File: src/rtl/instruction_fetch_pkg.sv
// Shared fetch-stage types and constants.
// Imported by instruction_fetch and its decode-side users.
package instruction_fetch_pkg;

    localparam int          INSTR_W      = 32;
    localparam logic [31:0] RESET_PC_DEF = 32'h0000_0000;
    localparam logic [31:0] NOP_INSTR    = 32'h0000_0013;

    typedef enum logic {
        ST_BOOT = 1'b0,
        ST_RUN  = 1'b1
    } fetch_state_t;

    typedef struct packed {
        logic [31:0]        pc;
        logic [INSTR_W-1:0] instr;
    } if_id_t;

    function automatic logic [31:0] word_align(logic [31:0] a);
        return a & ~32'h0000_0003;
    endfunction

endpackage

File: src/rtl/fetch_fifo.sv
// Small synchronous FIFO with flush.
// Used for the request-PC queue and the fetch buffer.
module fetch_fifo #(
    parameter int WIDTH = 32,
    parameter int DEPTH = 2
) (
    input  logic                   clk,
    input  logic                   rst_n,
    input  logic                   push,
    input  logic                   pop,
    input  logic                   flush,
    input  logic [WIDTH-1:0]       wdata,
    output logic [WIDTH-1:0]       rdata,
    output logic                   full,
    output logic                   empty,
    output logic [$clog2(DEPTH):0] count
);

    localparam int AW = $clog2(DEPTH);

    logic [WIDTH-1:0] mem [DEPTH];
    logic [AW-1:0]    wptr;
    logic [AW-1:0]    rptr;
    logic             do_push;
    logic             do_pop;

    assign full    = (count == (AW+1)'(DEPTH));
    assign empty   = (count == '0);
    assign do_push = push && !full;
    assign do_pop  = pop && !empty;
    assign rdata   = mem[rptr];

    always_ff @(posedge clk or negedge rst_n) begin
        if (!rst_n) begin
            wptr  <= '0;
            rptr  <= '0;
            count <= '0;
        end else if (flush) begin
            wptr  <= '0;
            rptr  <= '0;
            count <= '0;
        end else begin
            if (do_push) wptr <= wptr + 1'b1;
            if (do_pop)  rptr <= rptr + 1'b1;
            count <= count
                   + {{AW{1'b0}}, do_push}
                   - {{AW{1'b0}}, do_pop};
        end
    end

    // Storage needs no reset; readers qualify with empty.
    always_ff @(posedge clk) begin
        if (do_push && !flush) mem[wptr] <= wdata;
    end

endmodule

File: src/rtl/instruction_fetch.sv
// Fetch stage: PC, credit-limited IMEM requests, fetch buffer.
// Redirects flush buffered words and drop in-flight responses.
module instruction_fetch
    import instruction_fetch_pkg::*;
#(
    parameter logic [31:0] RESET_PC   = RESET_PC_DEF,
    parameter int          FIFO_DEPTH = 2
) (
    input  logic               clk,
    input  logic               rst_n,
    output logic               imem_req_valid,
    input  logic               imem_req_ready,
    output logic [31:0]        imem_req_addr,
    input  logic               imem_rsp_valid,
    input  logic [INSTR_W-1:0] imem_rsp_data,
    input  logic               redirect_valid,
    input  logic [31:0]        redirect_pc,
    output logic               if_valid,
    input  logic               if_ready,
    output logic [31:0]        if_pc,
    output logic [INSTR_W-1:0] if_instruction
);

    localparam int CW = $clog2(FIFO_DEPTH) + 1;

    fetch_state_t state;
    fetch_state_t state_nx;

    logic [31:0]   pc;
    logic [CW-1:0] outstanding;
    logic [CW-1:0] drop;
    logic [CW:0]   credit_sum;
    logic          credit_ok;
    logic          req_fire;
    logic          rsp_drop;
    logic          rsp_keep;
    logic          if_fire;

    logic [31:0]   pcq_rdata;
    logic          pcq_full;
    logic          pcq_empty;
    logic [CW-1:0] pcq_count;

    if_id_t        buf_wdata;
    if_id_t        buf_rdata;
    logic          buf_full;
    logic          buf_empty;
    logic [CW-1:0] buf_count;

    always_ff @(posedge clk or negedge rst_n) begin
        if (!rst_n) state <= ST_BOOT;
        else        state <= state_nx;
    end

    always_comb begin
        state_nx = state;
        unique case (state)
            ST_BOOT: state_nx = ST_RUN;
            ST_RUN:  state_nx = ST_RUN;
            default: state_nx = ST_BOOT;
        endcase
    end

    assign credit_sum = {1'b0, outstanding} + {1'b0, buf_count};
    assign credit_ok  = credit_sum < (CW+1)'(FIFO_DEPTH);

    assign imem_req_valid = (state == ST_RUN) && credit_ok
                          && !redirect_valid;
    assign imem_req_addr  = pc;
    assign req_fire       = imem_req_valid && imem_req_ready;

    // A response during a redirect is stale along with the others.
    assign rsp_drop = imem_rsp_valid && (drop != '0);
    assign rsp_keep = imem_rsp_valid && (drop == '0)
                    && !redirect_valid;

    assign if_valid = !buf_empty;
    assign if_fire  = if_valid && if_ready;
    assign if_pc    = buf_empty ? 32'h0 : buf_rdata.pc;
    assign if_instruction = buf_empty ? NOP_INSTR
                                      : buf_rdata.instr;

    always_ff @(posedge clk or negedge rst_n) begin
        if (!rst_n) begin
            pc          <= RESET_PC;
            outstanding <= '0;
            drop        <= '0;
        end else begin
            outstanding <= outstanding
                         + {{(CW-1){1'b0}}, req_fire}
                         - {{(CW-1){1'b0}}, imem_rsp_valid};
            if (redirect_valid) begin
                pc   <= word_align(redirect_pc);
                drop <= outstanding
                      - {{(CW-1){1'b0}}, imem_rsp_valid};
            end else begin
                if (req_fire) pc   <= pc + 32'd4;
                if (rsp_drop) drop <= drop - 1'b1;
            end
        end
    end

    fetch_fifo #(
        .WIDTH (32),
        .DEPTH (FIFO_DEPTH)
    ) u_pcq (
        .clk   (clk),
        .rst_n (rst_n),
        .push  (req_fire),
        .pop   (rsp_keep),
        .flush (redirect_valid),
        .wdata (pc),
        .rdata (pcq_rdata),
        .full  (pcq_full),
        .empty (pcq_empty),
        .count (pcq_count)
    );

    assign buf_wdata = '{pc: pcq_rdata, instr: imem_rsp_data};

    fetch_fifo #(
        .WIDTH ($bits(if_id_t)),
        .DEPTH (FIFO_DEPTH)
    ) u_buf (
        .clk   (clk),
        .rst_n (rst_n),
        .push  (rsp_keep),
        .pop   (if_fire),
        .flush (redirect_valid),
        .wdata (buf_wdata),
        .rdata (buf_rdata),
        .full  (buf_full),
        .empty (buf_empty),
        .count (buf_count)
    );

    a_buf_no_overflow: assert property (
        @(posedge clk) disable iff (!rst_n)
        !(rsp_keep && buf_full));

    a_pcq_no_overflow: assert property (
        @(posedge clk) disable iff (!rst_n)
        !(req_fire && pcq_full));

    a_pcq_has_tag: assert property (
        @(posedge clk) disable iff (!rst_n)
        !(rsp_keep && pcq_empty));

    a_inflight_balance: assert property (
        @(posedge clk) disable iff (!rst_n)
        ({1'b0, pcq_count} + {1'b0, drop}) == {1'b0, outstanding});

endmodule

File: config.mk
export PLATFORM = sky130hd
export DESIGN_NAME = instruction_fetch
export DESIGN_NICKNAME = d
export VERILOG_FILES = /design/src/rtl/instruction_fetch_pkg.sv /design/src/rtl/fetch_fifo.sv /design/src/rtl/instruction_fetch.sv
export SDC_FILE = /design/constraint.sdc
export NUM_CORES = 1
export LEC_CHECK = 0
export ABC_CLOCK_PERIOD_IN_PS = 7400
export BUFFER_PORTS_ARGS = -buffer_cell sky130_fd_sc_hd__buf_2
export CAP_MARGIN = 10
export CORE_MARGIN = 2
export CORE_UTILIZATION = 57
export DETAILED_ROUTE_END_ITERATION = 10
export PLACE_DENSITY_LB_ADDON = 0.25
export SETUP_SLACK_MARGIN = 0.02
export SLEW_MARGIN = 20
export SYNTH_ARGS = -nofsm -noshare
export SYNTH_HDL_FRONTEND = slang
export SYNTH_HIERARCHICAL = 1
export SYNTH_SLANG_ARGS = --single-unit
File: constraint.sdc
create_clock -name clk -period 7.4 [get_ports clk]
set_input_delay 1.48 -clock clk [delete_from_list [all_inputs] [get_ports clk]]
set_output_delay 1.48 -clock clk [all_outputs]
set_load 0.01 [all_outputs]
; After elaboration in Yosys (flattened, before gate mapping)
; Memories as Yosys holds them, arrays and structs flattened.
; Index checks and enable logic that the tools add are counted.
[totals]
register_bits = 45
mem_bits_rw = 192
inputBits = 70
output_inout_bits = 98
wordCells = 77
mem_count = 2
[classes]
add_sub_neg = 14
order_cmp = 1
eq_ne = 2
mux = 20
reduce_logical = 28
[mem_list]
columns = name, depth, word_bits, rd, rd_ports_with_merged_regs, wr, line
row1 = u_buf.mem, 2, 64, 1, 0, 1, fetch_fifo.sv:21  ; logic [WIDTH-1:0] mem [DEPTH];
row2 = u_pcq.mem, 2, 32, 1, 0, 1, fetch_fifo.sv:21
[ops]
columns = op, n
row1 = 32-bit two-way mux, 4
row2 = 32-bit by 3-bit adder with 32-bit output (second input constant), 1
row3 = 2-bit nonzero test, 7
row4 = 1-bit logical AND, 13
row5 = 1-bit two-way mux, 12
row6 = 2-bit two-way mux, 4
row7 = 2-bit by 1-bit subtractor with 2-bit output, 4
row8 = 2-bit by 1-bit adder with 2-bit output, 3
row9 = 2-bit zero test, 3
row10 = 1-bit zero test, 5
row11 = 1-bit adder (second input constant), 4
row12 = 2-bit == test (second input constant), 2
row13 = 2-bit by 2-bit adder with 3-bit output, 1
row14 = 3-bit by 2-bit less-than comparator with 1-bit output (second input constant), 1
row15 = 2-bit by 1-bit subtractor with 2-bit output (second input constant), 1

; Logic depth before layout (Yosys ltp)
[depth]
word_depth = 9
mapped_depth = 12
ltp_nobuf = 12

; Modules after synthesis
; The synthesis kept the hierarchy.
[modules_own_cells]
columns = mod, instances, cells_each, area_each_um2, seq_area_each_um2
row1 = fetch_fifo (u_buf), 1, 222, 5074.9, 3943.8
row2 = fetch_fifo (u_pcq), 1, 123, 2682.6, 2021.9
row3 = instruction_fetch, 1, 327, 2641.3, 875.8

; Worst setup path before layout
; Ideal clock, no wire load.
[synth_timing]
path_type = input port to flip-flop
startpoint = input port redirect_valid
endpoint = memory u_buf/mem[1][0] (netlist bit) (enable)
setup_ns = 0.578
t_arrival_ns = 7.073
t_required_ns = 6.822
setup_slack_ns = -0.251
cell_stages = 6
n_path_buf = 2
cell_sequence = clkbuf_1 > inv_1 > clkbuf_1 > and3_1 > nand2b_4 > nor3b_1
[synth_via]
elab_chain_len = 6
[synth_rtl]
columns = item, line
row1 = start: declaration, instruction_fetch.sv:16  ; input logic redirect_valid,
row2 = 1-bit zero test, instruction_fetch.sv:75  ; && !redirect_valid;
row3 = 1-bit logical AND, instruction_fetch.sv:75
row4 = via rsp_keep, instruction_fetch.sv:36  ; logic rsp_keep;
row5 = 1-bit logical AND, fetch_fifo.sv:29  ; assign do_push = push && !full;
row6 = 1-bit logical AND, fetch_fifo.sv:53  ; if (do_push && !flush) mem[wptr] <= wdata;
row7 = 1-bit two-way mux, fetch_fifo.sv:53
row8 = 1-bit two-way mux (not written as such), fetch_fifo.sv:53
row9 = end: declaration, fetch_fifo.sv:21
; The timed path passes the listed nets, and every way through them passes these cells.

==> run metrics <==
Worst Path Class, Setup flop to output pin; Max VDD drop 0.151 mV; routability cong. 0.827; # rows 49; P&R area growth vs syn 17.7%; GRT overflow 0; number of port buffers 163; power density cells 260 nW/µm²; part of the cycle the worst path needs 55.5%; Reg2Reg Depth 12; WL met1 8.38 mm; met3 wire len 1.42 mm; clk_skew 12.4 ps; R2R Setup Slk 4240 ps; Worst-Margin Slew 1080 ps; Initial Utilization 58.1%; post-CTS sizing 0; largest net degree at the start of global routing 67; Num Clock Sinks 235; antenna diode count 0; worst path required time 5920 ps; first-pass GRT wire length 32.4 mm; GRT Overall Usage 20.8%; combinational share of power 12.2%; routed length on met2 10.3 mm; NetSw 750 µW; Final Critical Period 4110 ps; syn_area_per_cell 15.5 µm²; final setup fails 0; Root Driver clkbuf_16; Int Pwr 2.43 mW; vias in the first global route 6142; CTS clk-pin slew, worst paths 60 ps; via count 6132; CTS max path bufs 3; Max Used Layer met4; Setup TNS Final 0 ps; CTS tree done; clock network power share 38.5%; worst min path class flop to flop; drt pass-1 iters 6; unrepaired setup endpoints after global routing no; Skew-Pair Late Insertion Delay 510 ps; WL final 20.3 mm; Final ANT Viol Nets 0; Post-Syn Area 10400 µm²; Worst Path Max Fanout 55; drt via density 5.64; Critical Path, Cell by Cell buf_4, mux2_4, or2_2, buf_2; Slew Limit Headroom 27.9%; cells after synthesis 671; Remaining DRCs 0; Critical Path Max Stage Delay 800 ps; core area 17900 µm²; endpoints failing hold 0; Post-DP HPWL 13.0 mm; Setup crit end kind output pin; Seq pwr share 49.4%; antenna violations before repair 0; # nets final 921; switching share of power 23.5%; fmax 243 MHz; Setup Buffers After CTS 0; Die Width 139 µm; status completed; Max Cap Viol 0; DR WL/cell 18.6 µm; die area 19300 µm²; Synthesis Warnings 6; hold_ws 557 ps; Leak Pwr 4.72 nW; drt initial violations 408; Slew Limit Fails 0; I/O pins 168; chip height 139 µm; hold buffer count at cts 0; Worst path slowest cell buf_4; crit start category flop; Worst Hold Depth 1; cts bufs inserted 24; layout cell share with drive strength beyond 1 38.5%; WP data arrival 2630 ps; Clock H-tree levels 1
[routing by layer]
metal	up-vias	track usage, %
met1	3014	27.4
li1	2846	-
met4	0	3.72
met2	256	36.7
met5	-	0
met3	16	3.90
[layout by cell type, fill, tap and decap left out, types with 10 or more instances in the layout]
cell type	count
edfxtp_1	192
buf_4	10
mux2_2	17
o21ai_0	14
nor2_1	17
dfrtp_1	41
nand2_1	41
or4_1	14
clkbuf_16	25
buf_2	162
inv_1	11
mux2_4	81
nor2b_1	66
nand3_1	12
[per-stage QoR]
| step | utilization (%) | total power [mW] | cells | setup WS (ps) | area (µm²) |
|---|---|---|---|---|---|
| 2_1_floorplan | - | 1.83 | 676 | 91.9 | 10400 |
| 3_3_place_gp | 63.8 | 1.97 | 1044 | 3380 | 11400 |
| 5_1_grt | 68.4 | 3.31 | 1088 | 3180 | 12200 |
| 6_report | 68.4 | 3.18 | 1088 | 3290 | 12200 |
| 3_5_place_dp | 63.8 | 1.99 | 1044 | 3330 | 11400 |
| 4_1_cts | 68.3 | 3.22 | 1088 | 3260 | 12200 |
[worst paths after layout]
check	endpoint	from
hold / removal	u_buf/mem[0][55]	u_pcq/mem[0][23]
min in group asynchronous	u_pcq/count[0]	rst_n
setup reg to reg	u_pcq/count[1]	u_buf/count[0]
hold reg to reg	u_buf/mem[0][55]	u_pcq/mem[0][23]
setup / recovery	if_instruction[1]	u_buf/rptr
max in group asynchronous	u_buf/rptr	rst_n
[critical path: cells and delay by family (launching register included)]
| kind | cells | cell delay, ps |
|---|---|---|
| flip-flops | 1 | 510 |
| multiplexers | 1 | 350 |
| buffers and inverters | 2 | 940 |
| AND/OR/NAND/NOR | 1 | 270 |
[final cells by class]
| type | count | area [µm²] |
|---|---|---|
| Clock buffer | 30 | 644 |
| Clock inverter | 14 | 168 |
| Fill cell | 1255 | 5660 |
| Inverter | 11 | 41.3 |
| Multi-Input combinational cell | 397 | 3370 |
| Sequential cell | 235 | 6850 |
| Tap cell | 229 | 287 |
| Timing Repair Buffer | 172 | 886 |
[sequential cells by signal, indices dropped and copies added, names as in the netlist]
| name | count |
|---|---|
| drop | 2 |
| imem_req_addr | 30 |
| outstanding | 2 |
| state | 1 |
| u_buf/count | 2 |
| u_buf/mem | 128 |
| u_buf/rptr | 1 |
| u_buf/wptr | 1 |
| u_pcq/count | 2 |
| u_pcq/mem | 64 |
| u_pcq/rptr | 1 |
| u_pcq/wptr | 1 |
[power by group through the flow]
stage / Sequential (mW) / Combinational [mW] / Clock [mW]
detailed placement: 1.60 / 0.392 / 0
global route: 1.58 / 0.427 / 1.31
floorplan: 1.58 / 0.242 / 0
finish: 1.57 / 0.388 / 1.23
CTS: 1.57 / 0.395 / 1.25
global placement: 1.59 / 0.376 / 0
(Power assumes the default switching activity.)
